[config.mk]
export PLATFORM = sky130hd
export DESIGN_NAME = hazard_scheduler
export DESIGN_NICKNAME = d
export VERILOG_FILES = /design/src/rtl/cpu_pkg.sv /design/src/rtl/dest_tag_pipe.sv /design/src/rtl/hazard_scheduler.sv
export SDC_FILE = /design/constraint.sdc
export NUM_CORES = 1
export LEC_CHECK = 0
export ABC_AREA = 1
export CAP_MARGIN = 20
export CORE_ASPECT_RATIO = 1.75
export CORE_MARGIN = 8
export CORE_UTILIZATION = 55
export CTS_CLUSTER_SIZE = 14
export DETAILED_ROUTE_END_ITERATION = 6
export PLACE_DENSITY = 0.9
export SYNTH_ARGS = -nofsm -noshare
export SYNTH_HDL_FRONTEND = slang
export SYNTH_SLANG_ARGS = --single-unit
[constraint.sdc]
create_clock -name clock -period 3.82 [get_ports clock]
set_input_delay 0.764 -clock clock [delete_from_list [all_inputs] [get_ports clock]]
set_output_delay 0.764 -clock clock [all_outputs]
set_load 0.02 [all_outputs]
[src/rtl/cpu_pkg.sv]
// Shared CPU decode helpers: opcode constants, scheduler state encodings and
// register-usage decode reused by the per-stage controls.
package cpu_pkg;

  localparam logic [3:0] OPC_LOAD  = 4'b0000;
  localparam logic [3:0] OPC_STORE = 4'b0010;
  localparam logic [3:0] OPC_ADD   = 4'b0100;
  localparam logic [3:0] OPC_SUB   = 4'b0110;
  localparam logic [3:0] OPC_NAND  = 4'b1000;
  localparam logic [3:0] OPC_NOP   = 4'b1010;
  localparam logic [3:0] OPC_STOP  = 4'b0001;
  localparam logic [2:0] ORI_MASK  = 3'b111;   // matched against ir[2:0]
  localparam logic [1:0] BR_MASK   = 2'b01;    // matched against ir[1:0]
  localparam logic [7:0] NOP_IR    = {4'h0, OPC_NOP};
  localparam logic [1:0] ORI_REG   = 2'd1;

  localparam logic [1:0] ST_RUN   = 2'd0;
  localparam logic [1:0] ST_DRAIN = 2'd1;
  localparam logic [1:0] ST_HALT  = 2'd2;

  typedef struct packed {
    logic       vld;
    logic [1:0] rd;
  } tag_t;

  function automatic logic is_ori(input logic [7:0] ir);
    return ir[2:0] == ORI_MASK;
  endfunction

  function automatic logic has_dst(input logic [7:0] ir);
    if (ir[1:0] == BR_MASK) return 1'b0;
    return is_ori(ir) || (ir[3:0] inside {OPC_LOAD, OPC_ADD, OPC_SUB, OPC_NAND});
  endfunction

  function automatic logic [1:0] dst_reg(input logic [7:0] ir);
    return is_ori(ir) ? ORI_REG : ir[7:6];
  endfunction

  // One-hot set of registers read by the instruction.
  function automatic logic [3:0] src_mask(input logic [7:0] ir);
    logic [3:0] m;
    m = '0;
    if (is_ori(ir)) m[ORI_REG] = 1'b1;
    else if (ir[3:0] == OPC_LOAD) m[ir[5:4]] = 1'b1;
    else if (ir[3:0] inside {OPC_STORE, OPC_ADD, OPC_SUB, OPC_NAND}) begin
      m[ir[7:6]] = 1'b1;
      m[ir[5:4]] = 1'b1;
    end
    return m;
  endfunction

endpackage

[src/rtl/dest_tag_pipe.sv]
// Destination-register tags of instructions in EX..WB; flags a read of any
// in-flight destination.
module dest_tag_pipe
  import cpu_pkg::*;
#(
  parameter int DEPTH = 3
) (
  input  logic       clock,
  input  logic       reset,
  input  logic       push,
  input  logic [1:0] push_rd,
  input  logic [3:0] src_mask,
  output logic       hit,
  output logic       empty
);

  tag_t [DEPTH-1:0] tags;
  logic [3:0]       busy;

  always_ff @(posedge clock) begin
    if (reset) tags <= '0;
    else begin
      tags[0] <= '{vld: push, rd: push_rd};
      for (int i = 1; i < DEPTH; i++) tags[i] <= tags[i-1];
    end
  end

  always_comb begin
    busy = '0;
    for (int i = 0; i < DEPTH; i++)
      if (tags[i].vld) busy[tags[i].rd] = 1'b1;
  end

  assign hit   = |(busy & src_mask);
  assign empty = ~|busy;

endmodule

[src/rtl/hazard_scheduler.sv]
// Issue/stall scheduler for the 5-stage pipe: RAW stalls without forwarding,
// taken-branch squash, and drain-to-halt on stop.
module hazard_scheduler
  import cpu_pkg::*;
#(
  parameter int DEPTH = 3,
  parameter int CNT_W = 16
) (
  input  logic             clock,
  input  logic             reset,
  input  logic [7:0]       id_ir,
  input  logic             id_valid,
  input  logic             ex_branch_taken,
  output logic             pc_write,
  output logic             ifid_write,
  output logic             flush_ifid,
  output logic             bubble_idex,
  output logic             halted,
  output logic [CNT_W-1:0] stall_cnt
);

  logic [1:0] state, state_nxt;
  logic [1:0] drain_cnt;
  logic [3:0] srcs;
  logic       run, hazard, tags_empty, is_stop, issue, stall;

  assign run     = (state == ST_RUN);
  assign srcs    = id_valid ? src_mask(id_ir) : 4'b0;
  assign is_stop = id_valid && (id_ir[3:0] == OPC_STOP);
  assign stall   = run && !ex_branch_taken && hazard;
  assign issue   = run && !ex_branch_taken && !hazard && id_valid;

  dest_tag_pipe #(.DEPTH(DEPTH)) u_tags (
    .clock    (clock),
    .reset    (reset),
    .push     (issue && has_dst(id_ir)),
    .push_rd  (dst_reg(id_ir)),
    .src_mask (srcs),
    .hit      (hazard),
    .empty    (tags_empty)
  );

  always_comb begin
    pc_write    = 1'b0;
    ifid_write  = 1'b0;
    flush_ifid  = 1'b0;
    bubble_idex = 1'b1;
    halted      = 1'b0;
    state_nxt   = state;
    if (reset) flush_ifid = 1'b1;
    else begin
      case (state)
        ST_RUN: begin
          if (ex_branch_taken) begin
            pc_write   = 1'b1;
            ifid_write = 1'b1;
            flush_ifid = 1'b1;
          end else if (hazard) begin
            // hold PC/IR1, bubble into EX
          end else if (is_stop) begin
            bubble_idex = 1'b0;
            state_nxt   = ST_DRAIN;
          end else begin
            pc_write    = 1'b1;
            ifid_write  = 1'b1;
            bubble_idex = 1'b0;
          end
        end
        ST_DRAIN: if (drain_cnt == 2'd2 && tags_empty) state_nxt = ST_HALT;
        ST_HALT:  halted = 1'b1;
        default:  state_nxt = ST_RUN;
      endcase
    end
  end

  // drain_cnt = cycles elapsed since stop issued, saturating at 2
  always_ff @(posedge clock) begin
    if (reset) begin
      state     <= ST_RUN;
      drain_cnt <= '0;
      stall_cnt <= '0;
    end else begin
      state <= state_nxt;
      if (run) drain_cnt <= 2'd1;
      else if (drain_cnt != 2'd2) drain_cnt <= drain_cnt + 2'd1;
      if (stall && stall_cnt != '1) stall_cnt <= stall_cnt + CNT_W'(1);
    end
  end

endmodule
==> results.md <==
* Root Driver: clkbuf_8
* Cells on worst reg2reg path at 9
* Hold Crit Depth at 2
* Pin count of the biggest net entering global routing at 24
* Avg WL per Cell at 13.44 microns
* Maximum vdd ir drop at 0.2521 mV
* Yosys reg bits at 29
* Hold crit path type: flop to flop
* Status: complete, no violations
* Clock Skew at 0.005780 ns
* Detailed-route via count at 1867
* Worst min-delay path endpoint: u_tags.tags[8]
* Worst setup EP type: output pin
* Clk sinks at 29
* Core Region at 3108 sq um
* Pleak at 0.9239 nW
* Grt total ovfl at 0
* Vert. Die Dim at 91.32 microns
* Die W at 59.04 microns
* Area contributors post-synth: dfxtp_1 33%, nand2_1 15%, inv_1 7.8%
* Initial DRC Count at 65
* Synth warnings at 0
* Worst skew pair latency at 0.28 ns
* DP HPWL at 3.418 mm
* Routed WL at 4.703 mm
* Share of cells above drive strength 1 at 7.166%
* Synth area leader: dfxtp_1
* Final setup violation count at 0
* Crit path max fanout at 5
* Site Rows at 27
* Synth unique cells at 27
* Clock group share of total power at 40.2%
* Crit Path Category: input pin to output pin
* First-pass GRT wire length at 7.969 mm
* Initial antenna violation count at 0
* Die Area at 5392 sq um
* Unrepaired setup endpoints after global routing: false
* Pre-antenna DRT Iters at 4
* Fmax at 290.4 MHz
* Starting Density at 57.37%
* P&R area growth vs syn at 24.77%
* CTS H-Tree Depth at 2
* IO Count at 33
* Crit path DAT at 2.68 ns
* Synth top area share at 32.56%
* TritonCTS clock tree: built
* Worst-margin pin slew at 0.4408 ns
* Switching pwr at 0.0001567 W
* Post-Route Setup TNS at 0 ns
* Total track usage at 18.44%
* PortBufs at 32
* Final period util at 90.13%
* Endpoints failing hold at 0
* Synthesized area per cell at 6.531 sq um
* # DRC at 0
* Vias in the first global route at 1921
* Routed Antenna Nets at 0
* Slew Limit Fails at 0
* HP Start: u_tags.tags[5]
* Power density over cell area at 284.9 nW/um^2
* Worst R2R Start: stall_cnt[1]
* Final core utilization at 71.58%
* Syn Nets at 287
* Slew headroom at 70.38%
* Clock transition time at the flip-flop clock pins of the worst setup and hold paths at 0.06 ns
* Min cycle time layout at 3.443 ns
* Post-synthesis sequential area ratio at 32.56%
* Design area at 2225 sq um
* Placed Cells at 343
* Mapped cell area at 1783 sq um
* Antenna diodes at 0
* CP required at 3.06 ns
* Most common cell after layout, fill and taps aside: nand2_1
* Num CTS Buffers at 5
* Int Power at 0.0004772 W
* Max-Cap Viols at 0
* Sw Ratio at 24.72%
* Critical path startpoint category: input pin
* DR vias/cell at 5.334
* Post-Layout Cell Count at 350
* R2R Path End: stall_cnt[3]
* Clock tree buffer depth at 2
* Comb pwr share at 10.7%
* Seq pwr share at 49.1%
* GPL Wtd Cong at 0.9550
* Most frequent cells in the layout: 69 x nand2_1, 37 x inv_1, 30 x nor2_1, 30 x clkdlybuf4s50_1, 29 x dfxtp_1
* Final nets at 321
* Synth Instances at 273
* Cell Area, Placed at 2133 sq um
* R2R Setup Slk at 1.83 ns
[stage by stage]
step | power [W] | hold WS [ns] | setup slack [ns]
2_1_floorplan | 0.0003551 | 0.4418 | 0.9116
3_3_place_gp | 0.0003838 | 0.4568 | 0.2162
3_5_place_dp | 0.0003849 | 0.4636 | 0.1776
4_1_cts | 0.0006373 | 0.4829 | 0.1612
5_1_grt | 0.0006578 | 0.5125 | 0.1717
6_report | 0.0006339 | 0.4790 | 0.3769
[per-layer routing]
layer | GRT usage, % | part of all wire [%]
met1 | 16.79 | 39
met2 | 33.06 | 53
met3 | 4.237 | 3.7
met4 | 14.26 | 4.6
met5 | 0 | 0
[Yosys cell counts]
master and number:
o21ai_0 2, nor2_2 1, o21bai_1 1, a21oi_2 1, a22oi_1 1, nor2_4 4, xnor2_1 1, xor2_1 10
nand4_4 1, nand3_1 26, nand2_2 3, ha_1 2, inv_2 1, buf_2 1, clkbuf_1 4, nor3_1 9
nor4_2 1, buf_4 2, nand3_2 1, nand4_1 17, nand2_1 69, dfxtp_1 29, nor2_1 30, a21oi_1 17
buf_6 1, a31oi_1 1, inv_1 37
[sequential cells by signal, summed over array words and instances, names as in the netlist]
register,count
drain_cnt,2
stall_cnt,16
state,2
u_tags.tags,9
[repair_timing]
action	CTS	global route
setup buffers	0	0
endpoints found under the setup margin	0	2
resized for setup	0	2
hold buffers	0	0
[area by class of cell]
type                       count  area, sq um
clock buffer                   7        86.33
inverter                      38        142.6
tap                           43        53.80
multi-input combinational    198         1013
sequential                    29        580.6
timing repair buffer          35        347.8
fill                         271        883.3
[worst max path at each step]
| stage | from | depth (start not counted) | slack [ns] | endpoint |
|---|---|---|---|---|
| after global placement | id_ir[0] | 13 | 0.22 | ifid_write |
| after global routing | id_ir[0] | 12 | 0.17 | bubble_idex |
| final | id_ir[1] | 12 | 0.38 | bubble_idex |
| after floorplan | id_ir[3] | 12 | 0.91 | pc_write |
| after detailed placement | id_ir[0] | 13 | 0.18 | pc_write |
| after CTS | id_ir[1] | 13 | 0.16 | pc_write |
[worst max-delay path, cell delays in order]
cell	delay [ns]
clkdlybuf4s50_1	0.48
nor2_1	0.14
nand2_1	0.11
nand2_1	0.08
nand2_1	0.05
nand2_1	0.05
nand2_1	0.07
nor2_1	0.17
nor2_4	0.04
inv_1	0.07
nand3_1	0.08
clkdlybuf4s50_1	0.56
[cell families (layout without fill, tap and decap cells)]
group	Yosys count	after routing	share of synthesized area (%)
AOI/OAI and AO/OA	23	23	7.018
buffers and inverters	46	80	10.60
xor gates and xnor gates	11	11	5.403
adders and majority gates	2	2	1.403
DFF	29	29	32.56
and+or+nand+nor	162	162	43.02
[power groups by stage]
stage	clock network, W	logic, W	registers [W]
finish	0.000255	0.0000677	0.000311
global route	0.000272	0.0000747	0.000312
CTS	0.000258	0.0000678	0.000311
detailed placement	0	0.0000672	0.000318
global placement	0	0.0000664	0.000317
floorplan	0	0.0000382	0.000317
Power figures use the tool's default switching activity.
